`src/rtl/seq_fetch.sv`:
```
// Program sequencer front end: fetches words from a synchronous-read program
// memory, presents them to the decoder/executor and resolves jumps on transfer.

package seq_fetch_pkg;
   function automatic int get_word_width();
      return 16;
   endfunction

   function automatic int get_jmp_width();
      return 8;
   endfunction
endpackage

module seq_fetch
   import seq_fetch_pkg::*;
#(
   parameter int ADDR_W = 8,
   parameter int WORD_W = get_word_width(),
   parameter int JMP_W  = get_jmp_width()
) (
   input  logic              clk_i,
   input  logic              rstn_i,
   input  logic              start_i,
   input  logic              stop_i,
   output logic              mem_en_o,
   output logic [ADDR_W-1:0] mem_addr_o,
   input  logic [WORD_W-1:0] mem_data_i,
   output logic [WORD_W-1:0] word_o,
   output logic              word_valid_o,
   input  logic              word_ready_i,
   input  logic              jmp_en_i,
   input  logic              jmp_back_i,
   input  logic [JMP_W-1:0]  jmp_value_i,
   input  logic              jmp_cond_i,
   input  logic              cond_met_i,
   output logic              busy_o,
   output logic              done_o,
   output logic              err_o
);

   // One spare bit above the wider operand: a borrow or carry lands there.
   localparam int EXT_W = ((JMP_W > ADDR_W) ? JMP_W : ADDR_W) + 1;

   typedef enum logic [1:0] {S_IDLE, S_FETCH, S_PRESENT, S_ERR} state_t;

   state_t              r_state, w_state_nxt;
   logic [ADDR_W-1:0]   r_pc, w_pc_nxt;
   logic [WORD_W-1:0]   r_word, w_word;
   logic                r_fresh;
   logic                r_done, w_done_nxt;
   logic                r_err, w_err_nxt;
   logic [EXT_W-1:0]    w_pc_ext, w_jmp_ext, w_target;
   logic                w_out_of_range, w_taken, w_xfer, w_last;

   assign w_pc_ext       = EXT_W'(r_pc);
   assign w_jmp_ext      = EXT_W'(jmp_value_i);
   assign w_target       = jmp_back_i ? (w_pc_ext - w_jmp_ext) : (w_pc_ext + w_jmp_ext);
   assign w_out_of_range = |w_target[EXT_W-1:ADDR_W];
   assign w_taken        = jmp_en_i & (~jmp_cond_i | cond_met_i);
   assign w_xfer         = (r_state == S_PRESENT) & word_ready_i;
   assign w_last         = &r_pc;

   // Read data only arrives during the first PRESENT cycle, so it is passed
   // straight through then and held from the register afterwards.
   assign w_word = ((r_state == S_PRESENT) && r_fresh) ? mem_data_i : r_word;

   // NOTE: every always_comb output gets a default first so no path infers a latch.
   always_comb begin
      w_state_nxt = r_state;
      w_pc_nxt    = r_pc;
      w_done_nxt  = 1'b0;
      w_err_nxt   = r_err;
      unique case (r_state)
         S_IDLE, S_ERR: begin
            if (start_i) begin
               w_state_nxt = S_FETCH;
               w_pc_nxt    = '0;
               w_err_nxt   = 1'b0;
            end else if (stop_i && (r_state == S_ERR)) begin
               w_state_nxt = S_IDLE;
            end
         end
         S_FETCH: begin
            w_state_nxt = stop_i ? S_IDLE : S_PRESENT;
         end
         S_PRESENT: begin
            if (stop_i) begin
               w_state_nxt = S_IDLE;
            end else if (w_xfer) begin
               if (w_taken && w_out_of_range) begin
                  w_state_nxt = S_ERR;
                  w_err_nxt   = 1'b1;
               end else if (w_taken) begin
                  w_state_nxt = S_FETCH;
                  w_pc_nxt    = w_target[ADDR_W-1:0];
               end else if (w_last) begin
                  w_state_nxt = S_IDLE;
                  w_done_nxt  = 1'b1;
               end else begin
                  w_state_nxt = S_FETCH;
                  w_pc_nxt    = r_pc + 1'b1;
               end
            end
         end
      endcase
   end

   always_comb begin
      mem_en_o     = 1'b0;
      mem_addr_o   = '0;
      word_valid_o = 1'b0;
      busy_o       = 1'b0;
      if (r_state == S_FETCH) begin
         mem_en_o   = 1'b1;
         mem_addr_o = r_pc;
         busy_o     = 1'b1;
      end
      if (r_state == S_PRESENT) begin
         word_valid_o = 1'b1;
         busy_o       = 1'b1;
      end
      word_o = w_word;
      done_o = r_done;
      err_o  = r_err;
   end

   // NOTE: state registers use non-blocking assignments so every flop samples pre-edge values.
   always_ff @(posedge clk_i or negedge rstn_i) begin
      if (!rstn_i) begin
         r_state <= S_IDLE;
         r_pc    <= '0;
         r_word  <= '0;
         r_fresh <= 1'b0;
         r_done  <= 1'b0;
         r_err   <= 1'b0;
      end else begin
         r_state <= w_state_nxt;
         r_pc    <= w_pc_nxt;
         r_word  <= w_word;
         r_fresh <= (r_state == S_FETCH) && (w_state_nxt == S_PRESENT);
         r_done  <= w_done_nxt;
         r_err   <= w_err_nxt;
      end
   end

endmodule

```
`config.mk`:
```
export PLATFORM = sky130hd
export DESIGN_NAME = seq_fetch
export DESIGN_NICKNAME = d
export VERILOG_FILES = /design/src/rtl/seq_fetch.sv
export SDC_FILE = /design/constraint.sdc
export NUM_CORES = 1
export LEC_CHECK = 0
export ABC_AREA = 1
export CAP_MARGIN = 20
export CORE_UTILIZATION = 47
export CTS_CLUSTER_SIZE = 16
export DETAILED_ROUTE_END_ITERATION = 6
export PLACE_DENSITY = 0.8
export SLEW_MARGIN = 5
export SYNTH_ARGS = -nofsm -noshare
export SYNTH_HDL_FRONTEND = slang
export SYNTH_SLANG_ARGS = --single-unit
```
`constraint.sdc`:
```
create_clock -name clk_i -period 2.66 [get_ports clk_i]
set_clock_uncertainty 0.05 [all_clocks]
set_input_delay 0.532 -clock clk_i [delete_from_list [all_inputs] [get_ports clk_i]]
set_output_delay 0.532 -clock clk_i [all_outputs]
set_load 0.02 [all_outputs]
```
After elaboration in Yosys (flattened, before gate mapping)
Cells that the tools add are included.
- reductions and logical operators: 10
- $add $sub $neg: 3
- multipliers: 0
- divide/modulo/power cells: 0
- eq/ne operators: 10
- bitwise operators: 4
- order comparisons: 0
- mux-type cells: 33
- shift-type cells: 0
- operators with widths (kind ; number):
    8-bit two-way mux ; 7
    16-bit two-way mux ; 1
    8-bit one-hot mux with 2 select lines ; 1
    1-bit two-way mux ; 15
    2-bit two-way mux ; 6
    8-bit by 8-bit adder with 9-bit output ; 1
    9-bit two-way mux ; 1
    8-bit by 8-bit subtractor with 9-bit output ; 1
    8-bit by 1-bit adder with 8-bit output (second input constant) ; 1
    2-bit inequality test (second input constant) ; 4
    8-bit AND reduction ; 1
    2-bit == test (second input constant) ; 3
    2-bit one-hot mux with 3 select lines ; 1
    6-bit AND reduction ; 1
    5-bit AND reduction ; 1
    1-bit logical AND ; 4
    3-bit inequality test (second input constant) ; 1
    1-bit bitwise AND ; 2
    2-bit by 1-bit == test with 1-bit output (second input constant) ; 1
    2-bit zero test ; 1
    2-bit by 1-bit inequality test with 1-bit output (second input constant) ; 1
    1-bit one-hot mux with 2 select lines ; 1
    2-bit nonzero test ; 1
    2-bit OR reduction ; 1
    other kinds (2) ; 2
- latch bits: 0
- memory bits (writable): 0
- ROM bits: 0
- output and inout port bits: 29
- word-level logic and storage cells: 66
- memories: 0
- input bits: 33
- register bits after elaboration: 29

Depth between registers and ports, before layout
Gate-level depths: netlist of run 1.
- depth after elaboration: 10
- gate-level depth with buffers: 19

Least setup slack after synthesis of run 1
OpenSTA, ideal clock, no wires.
- path kind: input port to flip-flop
- start point: in jmp_value_i[0]
- end point: reg r_pc[2]
- stages on the path: 18
- arrival: 2.405 ns
- buffers on the path: 0
- path slack: 0.082 ns
- cell sequence: inv_1 ha_1 nand2_1 nand2_1 o21ai_0 xor2_1 inv_1 ha_1 nand2_1 inv_1 a21oi_1 nand3_1 nand3_2 nor2_4 nor2_4 inv_2 nand2_1 o21ai_1
- cells in the longest elaborated chain, start to end: 7
- elaborated cells between the ends (all ways): 11
- classes of those cells: 2 x add/sub; 1 x eq/ne; 6 x mux; 2 x reduce/logical
- RTL lines (what ; RTL line ; source):
    start: declaration ; 33 ; input logic [JMP_W-1:0] jmp_value_i,
    8-bit by 8-bit adder with 9-bit output / 8-bit by 8-bit subtractor with 9-bit output (equally long branches) ; 57 ; assign w_target = jmp_back_i ? (w_pc_ext - w_jmp_ext) : (w_pc_ext + w_jmp_ext);
    9-bit two-way mux * ; 57 ;
    8-bit two-way mux ; 93 ; end else if (w_taken) begin
    8-bit two-way mux ; 90 ; if (w_taken && w_out_of_range) begin
    8-bit two-way mux ; 89 ; end else if (w_xfer) begin
    8-bit two-way mux ; 87 ; if (stop_i) begin
    8-bit one-hot mux with 2 select lines ; 73 ; unique case (r_state)
    end signal: assignment ; 138 ; r_pc <= w_pc_nxt;
    end: declaration ; 47 ; logic [ADDR_W-1:0] r_pc, w_pc_nxt;
Mark *: on every way between the ends. The rest lies on a longest branch, timed or not. The select of a mux whose other input is x is not followed.
A chain may end at the register's enable or synchronous reset.

Worst setup path after layout of run 1
- start point: reg r_state[0]
- end point: out word_o[11]
- cells in the longest elaborated chain, start to end: 3
- RTL lines (what ; RTL line ; source):
    start: declaration ; 46 ; state_t r_state, w_state_nxt;
    start signal: assignment ; 137 ; r_state <= w_state_nxt;
    2-bit == test ; 65 ; assign w_word = ((r_state == S_PRESENT) && r_fresh) ? mem_data_i : r_word;
    1-bit logical AND ; 65 ;
    16-bit two-way mux ; 65 ;
    end: declaration ; 28 ; output logic [WORD_W-1:0] word_o,
No other way between the ends.

==> PnR_summary.wiki, run 1 <==
{| class="wikitable"
! Metric !! Value
|-
| Sinks on Clock Net || 29
|-
| Number of cells in the finished layout apart from fillers || between 400 and 500
|-
| Outcome || finished clean
|-
| Wire length after detailed routing || ~5.7 mm
|-
| X dimension of the die || between 60 and 70 um
|-
| Vias after detailed routing || about 2,200
|-
| CP max FO || 16
|-
| IR drop worst, VDD || 397.9 uV
|-
| Signal arrival time at the worst endpoint || just under 2000 ps
|-
| Unique masters post-synth || 27
|-
| Total global routing track utilization || 25.54%
|-
| CTS tree || yes
|-
| Final count of negative-setup-slack endpoints || 0
|-
| Layout cell share with drive strength beyond 1 || between 20% and 30%
|-
| Post-CTS clock slew at the launch and capture registers of the worst setup and hold paths || around 60 ps
|-
| Post-synthesis instance area || ~0.0020 mm^2
|-
| Placed Cells || around 400
|-
| Worst hold path class || reg -> reg
|-
| Largest net degree at the start of global routing || 30
|-
| Via count of the first global-routing pass || between 2,000 and 2,500
|-
| Synth-to-Final Area Change || 51.65%
|-
| List of most frequent post-synthesis cells || 62 x sky130_fd_sc_hd__nand2_1, 41 x sky130_fd_sc_hd__inv_1, 29 x sky130_fd_sc_hd__dfrtp_1
|-
| GRT overflow || 0
|-
| Gate Count Post-Synth || 263
|-
| Async SR Flop Fraction || 100.0%
|-
| Worst Slack Setup Final || roughly 120 ps
|-
| Final period demand of the worst path || between 2000 and 3000 ps
|-
| Placement Rows || 23
|-
| Detailed-router iteration count before antenna repair || 4
|-
| Slew HR || between 70% and 80%
|-
| Post-synthesis register bit count || 29
|-
| Ratio of routed vias to standard cells || about 5.3
|-
| Period utilization || between 90% and 100%
|-
| Count of nets after finishing || approximately 400
|-
| Clock Tree Buf Depth || 2
|-
| Worst Setup Slack post-DPL || -587.7 ps
|-
| Final Hold Vio Count || 0
|-
| Crit path launch || r_state[0]
|-
| Total core area || 0.004086 mm^2
|-
| Max-cap violations || 0
|-
| Starting density of the core || between 40 and 50%
|-
| Synthesized area per cell || just under 8 um^2
|-
| Top post-synthesis cells by area || sky130_fd_sc_hd__dfrtp_1 36%, sky130_fd_sc_hd__nand2_1 11%, sky130_fd_sc_hd__mux2_2 8.8%
|-
| Setup CP Type || reg -> out
|-
| Nature of the critical path endpoint || output pin
|-
| Number of antenna violations at the first check in global routing || 0
|-
| Avg WL per Cell || ~14 um
|-
| Net count of the mapped netlist || 310
|-
| Source of the worst register-to-register timing path || r_pc[0]
|-
| Root Buffer Master || sky130_fd_sc_hd__clkbuf_8
|-
| Sequential share of the synthesized area || between 30% and 40%
|-
| Maximum frequency from static timing analysis || 393.1 MHz
|-
| Hold path start || r_word[1]
|-
| Leak pwr || about 1.6 nW
|-
| Post-synth top area cell || sky130_fd_sc_hd__dfrtp_1
|-
| Post-synth EDFFs || 0
|-
| Number of warnings issued by yosys || 0
|-
| Number of remaining DRC errors || 0
|-
| Primary FF master, synth || sky130_fd_sc_hd__dfrtp_1
|-
| Inserted Clock Buffers || 5
|-
| Required @ worst endpoint || 2080 ps
|-
| Count of buffers from port buffering || 61
|-
| Die footprint || ~0.0046 mm^2
|-
| Total number of H-tree levels || 2
|-
| Area share of the largest cell type after synthesis || 35.54%
|-
| Transition time at the pin with the least slew margin || between 300 and 400 ps
|-
| Ports placed on the boundary || 62
|-
| ANT nets after route || 0
|-
| Die height || slightly below 70 um
|-
| Count leader, synth || sky130_fd_sc_hd__nand2_1
|-
| Worst hold slack || ~440 ps
|-
| Pwr/cell area || 863.3 mW/mm^2
|-
| Count of filler cells inserted in the layout || roughly 310
|-
| # hold bufs at CTS || 0
|-
| Overall Power || 0.002673 W
|-
| Insertion delay to the later sink of the worst-skew pair || 280 ps
|-
| Gp weighted congestion || ~0.87
|-
| Post-detail-place hpwl || around 4.2 mm
|-
| Initial DRC Count || between 100 and 150
|-
| Number of slew-limit violations in the final report || 0
|-
| Number of antenna cells inserted || 0
|-
| Crit path launch type || flop
|-
| Global-route wire length before repair || just under 9 mm
|}
==> metal layers <==
| metal | vias up | GRT usage [%] | routed length [um] |
|---|---|---|---|
| met2 | 102 | 49.01 | 2966 |
| met5 | - | 0 | 0 |
| met3 | 17 | 4.500 | 496 |
| li1 | 1038 | - | - |
| met4 | 0 | 15.10 | 196 |
| met1 | 1007 | 25.26 | 2005 |
==> per-stage QoR <==
stage               TNS (ps)  util (%)  cell area [um^2]
floorplan                  0         -              2042
global placement       -4982     71.07              2904
detailed placement     -5976     71.07              2904
CTS                        0     74.22              3033
global route          -11.50     75.78              3097
finish                     0     75.78              3097
==> layout by cell type, fill, tap and decap left out, types with 2 or more instances in the layout <==
master | netlist | final
sky130_fd_sc_hd__ha_1 | 13 | 8
sky130_fd_sc_hd__clkbuf_2 | 0 | 3
sky130_fd_sc_hd__a31oi_1 | 2 | 2
sky130_fd_sc_hd__dlygate4sd2_1 | 0 | 17
sky130_fd_sc_hd__xor2_1 | 5 | 5
sky130_fd_sc_hd__nand2_2 | 1 | 3
sky130_fd_sc_hd__nand3_1 | 14 | 13
sky130_fd_sc_hd__nand2_1 | 62 | 60
sky130_fd_sc_hd__dfrtp_1 | 29 | 29
sky130_fd_sc_hd__a21o_1 | 2 | 2
sky130_fd_sc_hd__ha_4 | 0 | 4
sky130_fd_sc_hd__clkbuf_8 | 0 | 6
sky130_fd_sc_hd__dlymetal6s2s_1 | 0 | 4
sky130_fd_sc_hd__mux2_2 | 16 | 16
sky130_fd_sc_hd__o211ai_1 | 2 | 2
sky130_fd_sc_hd__inv_1 | 41 | 35
sky130_fd_sc_hd__clkdlybuf4s50_1 | 0 | 37
sky130_fd_sc_hd__a21oi_1 | 16 | 15
sky130_fd_sc_hd__nor2_2 | 0 | 2
sky130_fd_sc_hd__xnor2_1 | 5 | 5
sky130_fd_sc_hd__nor2_1 | 17 | 15
sky130_fd_sc_hd__nor2_4 | 2 | 3
sky130_fd_sc_hd__o21ai_0 | 19 | 16
sky130_fd_sc_hd__nand4_1 | 2 | 2
sky130_fd_sc_hd__o21ai_1 | 3 | 6
sky130_fd_sc_hd__buf_4 | 0 | 26
sky130_fd_sc_hd__inv_2 | 2 | 8
==> cells by family (layout without fill, tap and decap cells) <==
family | count (synthesis) | count (layout) | share of synthesized area, %
simple gates | 99 | 100 | 20.47
flops | 29 | 29 | 35.54
buf+inv | 47 | 139 | 8.823
xor+xnor | 10 | 10 | 4.289
mux | 16 | 16 | 8.823
compound gates | 48 | 48 | 13.11
fa+ha+maj | 14 | 14 | 8.946
==> repair_timing <==
action	in CTS	in global routing
setup endpoints to repair	27	13
gates cloned	1	0
buffers inserted	0	1
resized for setup	32	22
pin swaps	12	12
==> area by class of cell <==
| class | count | area, um^2 | area share [%] |
|---|---|---|---|
| repair buffers | 88 | 799.5 | 25.82 |
| inverters | 43 | 161.4 | 5.212 |
| multi-input cells | 188 | 1231 | 39.76 |
| flip-flops and latches | 29 | 725.7 | 23.43 |
| clock buffers | 7 | 86.33 | 2.788 |
| clock inverters | 1 | 30.03 | 0.9697 |
| well taps | 50 | 62.56 | 2.020 |
==> worst max-delay path, stage by stage (launching register included) <==
cell and delay (ps):
sky130_fd_sc_hd__dfrtp_1 400, sky130_fd_sc_hd__inv_1 90, sky130_fd_sc_hd__ha_1 210, sky130_fd_sc_hd__nand2_1 100, sky130_fd_sc_hd__buf_12 160, sky130_fd_sc_hd__mux2_2 370, sky130_fd_sc_hd__dlygate4sd2_1 340
==> registers in the layout, indices dropped and copies added (netlist names) <==
signal and count:
r_word 16, err_o 1, r_pc 8, r_fresh 1
r_state 2, done_o 1
==> report_power, final <==
part,internal (W),leakage [nW],switching [W]
sequential,0.000595,0.365,0.000101
combinational,0.000642,1.16,0.000866
clock,0.000305,0.0585,0.000165
==> worst paths after layout <==
check                                  end  slack (ps)  depth (start not counted)
worst max register to register     r_pc[6]         470                         15
min in group asynchronous        r_word[0]         590                          2
worst max-delay path            word_o[11]         120                          6
worst min-delay path             r_word[1]         440                          1
worst min register to register   r_word[1]         440                          1
max in group asynchronous       r_state[0]        1690                          2
(Power assumes the default switching activity.)
==> run 2: changes to the inputs <==
--- a/config.mk
+++ b/config.mk
@@ -5,7 +5,7 @@
 export SDC_FILE = /design/constraint.sdc
 export NUM_CORES = 1
 export LEC_CHECK = 0
-export ABC_AREA = 1
+export ABC_AREA = 0
 export CAP_MARGIN = 20
 export CORE_UTILIZATION = 47
 export CTS_CLUSTER_SIZE = 16
==> constraint.sdc (replaced) <==
create_clock -name clk_i -period 2.88 [get_ports clk_i]
set_clock_uncertainty 0.05 [all_clocks]
set_input_delay 0.576 -clock clk_i [delete_from_list [all_inputs] [get_ports clk_i]]
set_output_delay 0.576 -clock clk_i [all_outputs]
set_load 0.02 [all_outputs]
==> PnR_summary.wiki, run 2 <==
{| class="wikitable"
! Metric !! Value
|-
| Slew HR || between 50% and 60%
|-
| Post-synth top area cell || sky130_fd_sc_hd__dfrtp_1
|-
| Async SR Flop Fraction || 100.0%
|-
| Max-cap violations || 0
|-
| Area share of the largest cell type after synthesis || 35.85%
|-
| Crit path launch type || input pin
|-
| Overall Power || 0.002857 W
|-
| Portion of total power attributed to sequential cells || between 20% and 30%
|-
| Wire length after detailed routing || roughly 6 mm
|-
| Net count of the mapped netlist || 259
|-
| Synth-to-Final Area Change || 61.06%
|-
| Total global routing track utilization || about 26%
|-
| Internal cell power || ~0.0017 W
|-
| Net switching share of the total power || approximately two fifths
|-
| Unique masters post-synth || 47
|-
| X dimension of the die || 67.63 um
|-
| Detailed-router iteration count before antenna repair || 4
|-
| Largest registers in the final layout || r_word x16, r_pc x8, r_state x2
|-
| Total number of H-tree levels || 2
|-
| Placement Rows || 23
|-
| Post-synth EDFFs || 0
|-
| List of most frequent post-synthesis cells || 29 x sky130_fd_sc_hd__dfrtp_1, 17 x sky130_fd_sc_hd__mux2_2, 16 x sky130_fd_sc_hd__inv_1
|-
| Number of antenna violations at the first check in global routing || 0
|-
| Most common cell after layout, fill and taps aside || sky130_fd_sc_hd__clkdlybuf4s50_1
|-
| CTS tree || yes
|-
| Insertion delay to the later sink of the worst-skew pair || 290 ps
|-
| Nature of the critical path endpoint || flop
|-
| Sinks on Clock Net || 29
|-
| Final period demand of the worst path || between 3000 and 4000 ps
|-
| Top post-synthesis cells by area || sky130_fd_sc_hd__dfrtp_1 36%, sky130_fd_sc_hd__mux2_2 9.5%, sky130_fd_sc_hd__ha_1 8.0%
|-
| Count of nets after finishing || 363
|-
| Post-synthesis register bit count || 29
|-
| Final Hold Vio Count || 0
|-
| Flip-flop count of the largest register, all copies and words added || 16
|-
| Gate Count Post-Synth || approximately 210
|-
| ANT nets after route || 0
|-
| Post-detail-place hpwl || 4.055 mm
|-
| Final Instance Area || 0.003261 mm^2
|-
| Number of warnings issued by yosys || 0
|-
| Maximum frequency from static timing analysis || between 300 and 400 MHz
|-
| Register containing the most flip-flops in the final layout || r_word
|-
| Die height || 67.63 um
|-
| Violations in the final reports || negative setup slack
|-
| IR drop worst, VDD || approximately 450 uV
|-
| Worst Slack Setup Final || -132.4 ps
|-
| Gp weighted congestion || slightly below 0.9
|-
| Via count of the first global-routing pass || around 1,900
|-
| Total Neg Setup Slack || -317.9 ps
|-
| Sequential share of the synthesized area || between 30% and 40%
|-
| Top library cells by usage in the layout, fill and taps aside || 41 x sky130_fd_sc_hd__clkdlybuf4s50_1, 37 x sky130_fd_sc_hd__buf_4, 29 x sky130_fd_sc_hd__dfrtp_1
|-
| Period utilization || 104.6%
|-
| Setup repair after global routing missed its margin || true
|-
| Largest net degree at the start of global routing || 30
|-
| Net Switching || between 0.001 and 0.0015 W
|-
| Leak pwr || between 1.5 and 2 nW
|-
| Area after detailed placement || ~0.003 mm^2
|-
| Inserted Clock Buffers || 5
|-
| GRT overflow || 0
|-
| Vias after detailed routing || slightly above 2,000
|-
| Global-route wire length before repair || a little under 9 mm
|-
| Power share of the clock group || between 10% and 20%
|-
| Root Buffer Master || sky130_fd_sc_hd__clkbuf_8
|-
| Number of antenna cells inserted || 0
|-
| Setup CP Type || in -> reg
|-
| Required @ worst endpoint || 3000 ps
|-
| Most common cell type on the critical path || sky130_fd_sc_hd__a21oi_2
|-
| Synthesized area per cell || 9.549 um^2
|-
| Count of buffers from port buffering || 61
|-
| Post-synthesis instance area || between 0.002 and 0.0025 mm^2
|-
| Layout cell share with drive strength beyond 1 || slightly above 30%
|-
| Total core area || slightly above 0.004 mm^2
|-
| Starting density of the core || 49.89%
|-
| Signal arrival time at the worst endpoint || about 3100 ps
|-
| Die footprint || between 0.004 and 0.005 mm^2
|-
| Transition time at the pin with the least slew margin || roughly 700 ps
|-
| Worst hold slack || between 400 and 500 ps
|-
| Avg WL per Cell || 16.61 um
|-
| Number of slew-limit violations in the final report || 0
|-
| Final core area utilization || 80.36%
|-
| Worst hold path class || reg -> reg
|-
| CP cell instances || buf_8 > buf_6 > nor4_4 > buf_4 > a21oi_2 > xnor2_1 > ha_1 > a21oi_2 > o21ai_2 > o2111a_2 > or3b_4 > a31oi_1 > o22ai_1
|-
| Clock Tree Buf Depth || 2
|-
| # hold bufs at CTS || 0
|-
| Share of total power in combinational logic || 61.0%
|-
| Post-CTS clock slew at the launch and capture registers of the worst setup and hold paths || around 70 ps
|-
| Final count of negative-setup-slack endpoints || 5
|-
| Ports placed on the boundary || 62
|-
| Number of remaining DRC errors || 0
|-
| Outcome || finished with violations
|-
| Count leader, synth || sky130_fd_sc_hd__dfrtp_1
|-
| CP max FO || 5
|-
| Ratio of routed vias to standard cells || around 5.6
|-
| Slowest-stage cell, CP || sky130_fd_sc_hd__or3b_4
|-
| Initial DRC Count || between 80 and 90
|-
| Primary FF master, synth || sky130_fd_sc_hd__dfrtp_1
|-
| Pwr/cell area || approximately 880 mW/mm^2
|-
| Largest incremental delay on the critical path || about 440 ps
|}
[run 2: power groups by stage]
stage / clock network (W) / registers, W / logic, W
finish: 0.000419 / 0.000694 / 0.00174
global route: 0.000433 / 0.000711 / 0.00187
CTS: 0.000419 / 0.000687 / 0.00171
detailed placement: 0 / 0.000694 / 0.00164
global placement: 0 / 0.000682 / 0.00160
floorplan: 0 / 0.000661 / 0.000980
[run 2: final timing paths]
kind,startpoint,end,slack (ps),cells past startpoint
min in group asynchronous,rstn_i,r_word[12],630,2
worst min register to register,r_word[5],r_word[5],440,1
worst min-delay path,r_word[5],r_word[5],440,1
max in group asynchronous,rstn_i,r_word[6],1860,2
worst max-delay path,jmp_value_i[0],r_pc[6],-130,13
worst max register to register,r_pc[0],r_pc[5],220,9
[run 2: cell families after synthesis]
group                    synth area share (%)
AO/OA/AOI/OAI                           20.40
XOR/XNOR                                4.326
adder cells (fa/ha/maj)                 9.024
buffers and inverters                   4.017
flip-flops                              35.85
multiplexers                            10.44
AND/OR/NAND/NOR                         15.95
[run 2: what timing repair did]
action | in CTS | in global routing
resized for setup | 33 | 27
buffers inserted | 6 | 2
pin swaps | 25 | 20
endpoints found under the setup margin | 11 | 27
gates cloned | 1 | 0
[run 2: layout make-up]
type                            instances  area (um^2)
Multi-Input combinational cell        163         1353
Inverter                               16        72.57
Clock buffer                            5        68.82
Fill cell                             261        797.0
Tap cell                               50        62.56
Timing Repair Buffer                  101        943.4
Clock inverter                          2        35.03
Sequential cell                        29        725.7
[run 2: stage by stage]
step | worst slack (ps) | cells
global route | -215.6 | 366
CTS | -32.99 | 365
floorplan | -18.97 | 212
detailed placement | -754.5 | 351
global placement | -692.1 | 351
finish | -132.4 | 366
[run 2: layer usage]
metal	vias to the layer above	routed length, um	global-route usage (%)
li1	972	-	-
met1	996	2478	31.18
met2	84	3067	45.67
met3	11	448	4.899
met4	0	87	9.043
met5	-	0	0
[run 2: critical path, delay by kind of cell]
| kind | cells | cell delay, ps |
|---|---|---|
| buffers and inverters | 3 | 380 |
| adders and majority gates | 1 | 310 |
| and+or+nand+nor | 2 | 740 |
| xor gates and xnor gates | 1 | 180 |
| AOI/OAI and AO/OA | 6 | 940 |
==> run 3: changes to the inputs <==
--- a/config.mk
+++ b/config.mk
@@ -7,11 +7,12 @@
 export LEC_CHECK = 0
 export ABC_AREA = 0
 export CAP_MARGIN = 20
-export CORE_UTILIZATION = 47
+export CELL_PAD_IN_SITES_DETAIL_PLACEMENT = 1
+export CELL_PAD_IN_SITES_GLOBAL_PLACEMENT = 1
+export CORE_UTILIZATION = 35
 export CTS_CLUSTER_SIZE = 16
 export DETAILED_ROUTE_END_ITERATION = 6
-export PLACE_DENSITY = 0.8
-export SLEW_MARGIN = 5
+export PLACE_DENSITY_LB_ADDON = 0.1
 export SYNTH_ARGS = -nofsm -noshare
 export SYNTH_HDL_FRONTEND = slang
 export SYNTH_SLANG_ARGS = --single-unit
==> PnR_summary.wiki, run 3 (synthesized netlist as in run 2, its figures left out) <==
{| class="wikitable"
! Metric !! Value
|-
| Number of antenna cells inserted || 0
|-
| Detailed-router iteration count before antenna repair || 4
|-
| Pwr/cell area || around 840 mW/mm^2
|-
| Nature of the critical path endpoint || flop
|-
| Total global routing track utilization || between 20 and 25%
|-
| Largest registers in the final layout || r_word x16, r_pc x8, r_state x2
|-
| Total Neg Setup Slack || -50.44 ps
|-
| Number of cells in the finished layout apart from fillers || roughly 380
|-
| Final Instance Area || 0.003263 mm^2
|-
| Number of antenna violations at the first check in global routing || 0
|-
| Flip-flop count of the largest register, all copies and words added || 16
|-
| Gp weighted congestion || about 0.76
|-
| Sinks on Clock Net || 29
|-
| Worst hold path class || reg -> reg
|-
| Inserted Clock Buffers || 5
|-
| Global-route wire length before repair || 10.49 mm
|-
| ANT nets after route || 0
|-
| Maximum frequency from static timing analysis || around 340 MHz
|-
| Ports placed on the boundary || just over 60
|-
| Met3 Use GR || 3.023%
|-
| Total number of H-tree levels || 2
|-
| Layout cell share with drive strength beyond 1 || 30.13%
|-
| Met2 usage || ~43%
|-
| Violations in the final reports || negative setup slack
|-
| Met1 usage || roughly a quarter
|-
| Clock Tree Buf Depth || 2
|-
| Vias after detailed routing || roughly 2,000
|-
| Required @ worst endpoint || about 3000 ps
|-
| Max-cap violations || 0
|-
| Initial DRC Count || 85
|-
| Register containing the most flip-flops in the final layout || r_word
|-
| Final Hold Vio Count || 0
|-
| Count of buffers from port buffering || 61
|-
| Starting density of the core || roughly 37%
|-
| # hold bufs at CTS || 0
|-
| Area after detailed placement || roughly 0.003 mm^2
|-
| CP cell instances || buf_8 > nor4_4 > a21oi_2 > xnor2_1 > ha_1 > o211ai_2 > a211oi_4 > or2_4 > o2111ai_4 > or4b_4 > o311ai_4
|-
| Largest net degree at the start of global routing || 30
|-
| Number of remaining DRC errors || 0
|-
| Setup repair after global routing missed its margin || true
|-
| Placed Cells || 373
|-
| Final count of negative-setup-slack endpoints || 1
|-
| Root Buffer Master || sky130_fd_sc_hd__clkbuf_8
|-
| Final period demand of the worst path || slightly below 3000 ps
|-
| CP max FO || 4
|-
| Ratio of routed vias to standard cells || roughly 5.2
|-
| Die footprint || a little over 0.006 mm^2
|-
| Period utilization || 101.8%
|-
| Transition time at the pin with the least slew margin || around 410 ps
|-
| Slew HR || 72.45%
|-
| Placement Rows || 27
|-
| Outcome || finished with violations
|-
| Leak pwr || about 1.6 nW
|-
| Via count of the first global-routing pass || roughly 2,100
|-
| Top library cells by usage in the layout, fill and taps aside || 38 x sky130_fd_sc_hd__clkdlybuf4s50_1, 33 x sky130_fd_sc_hd__buf_4, 29 x sky130_fd_sc_hd__dfrtp_1
|-
| Avg WL per Cell || 16.66 um
|-
| Largest incremental delay on the critical path || between 500 and 600 ps
|-
| Slowest-stage cell, CP || sky130_fd_sc_hd__or4b_4
|-
| Wire length after detailed routing || about 6.4 mm
|-
| Setup CP Type || in -> reg
|-
| X dimension of the die || roughly 78 um
|-
| Post-detail-place hpwl || ~5 mm
|-
| Crit path launch type || input pin
|-
| IR drop worst, VDD || between 400 and 500 uV
|-
| Signal arrival time at the worst endpoint || 3060 ps
|-
| Post-CTS clock slew at the launch and capture registers of the worst setup and hold paths || 60 ps
|-
| Total core area || between 0.005 and 0.006 mm^2
|-
| Number of slew-limit violations in the final report || 0
|-
| Die height || slightly below 80 um
|-
| Slack of the worst reg-to-reg path || roughly 220 ps
|-
| CTS tree || yes
|-
| Most common cell after layout, fill and taps aside || sky130_fd_sc_hd__clkdlybuf4s50_1
|-
| GRT overflow || 0
|-
| Worst Slack Setup Final || -50.44 ps
|-
| Count of nets after finishing || 358
|-
| Synth-to-Final Area Change || 61.19%
|-
| Most used routing layer || met2
|-
| Insertion delay to the later sink of the worst-skew pair || ~270 ps
|}
==> run 3: cell types whose count changed in the layout (fill, tap and decap cells not counted), moves of 2 or more <==
| cell | delta |
|---|---|
| sky130_fd_sc_hd__clkbuf_8 | +2 |
| sky130_fd_sc_hd__o21ai_1 | -4 |
| sky130_fd_sc_hd__clkdlybuf4s50_1 | -3 |
| sky130_fd_sc_hd__nor2_2 | +2 |
| sky130_fd_sc_hd__o21ai_0 | +4 |
| sky130_fd_sc_hd__dlymetal6s2s_1 | +3 |
| sky130_fd_sc_hd__buf_4 | -4 |
| sky130_fd_sc_hd__nor2_1 | -2 |
==> run 3: per-layer routing <==
metal	part of all wire [%]	wire length, um
met1	41	2651
met2	54	3481
met3	3.2	203
met4	0.97	62
met5	0	0
==> run 3: report_power, final <==
group          switching (W)  leakage, nW  total, W  internal (W)
Sequential          0.000120        0.363  0.000701      0.000582
Combinational       0.000876         1.15   0.00168      0.000802
Clock               0.000149       0.0542  0.000365      0.000216
==> run 3: path summary, 6_finish.rpt <==
check | start | end | cells past startpoint
setup / recovery | jmp_value_i[0] | r_pc[5] | 11
hold / removal | r_word[9] | r_word[9] | 1
setup reg to reg | r_pc[0] | r_pc[5] | 9
hold reg to reg | r_word[9] | r_word[9] | 1
max in group asynchronous | rstn_i | r_state[1] | 2
min in group asynchronous | rstn_i | r_word[13] | 2
==> run 3: area by class of cell <==
cell class	instances	area, um^2
clock buffer	7	96.34
clock inverter	1	5.005
fill	623	2277
inverter	16	75.07
multi-input combinational	162	1341
sequential	29	725.7
tap	72	90.09
timing repair buffer	97	929.6
==> run 3: repair_timing <==
action                     CTS  global route
resized for setup           30            32
setup buffers                3             1
pin swaps                   21            17
setup endpoints to repair   11            27
==> run 3: worst max-delay path: cells and delay by family <==
kind | cells | cell delay (ps)
AO/OA/AOI/OAI | 5 | 770
XOR/XNOR | 1 | 130
adder cells (fa/ha/maj) | 1 | 350
buffers and inverters | 1 | 110
AND/OR/NAND/NOR | 3 | 1130
==> run 3: per-stage QoR <==
stage               power [W]  hold WS [ps]  utilization, %  worst slack (ps)
floorplan            0.001640         230.4               -            -18.97
global placement     0.002291         426.0           54.43            -737.2
detailed placement   0.002355         435.7           54.43            -859.6
CTS                  0.002756         450.3           57.41            -21.42
global route         0.002941         456.1           58.90            -161.2
finish               0.002744         440.7           58.90            -50.44
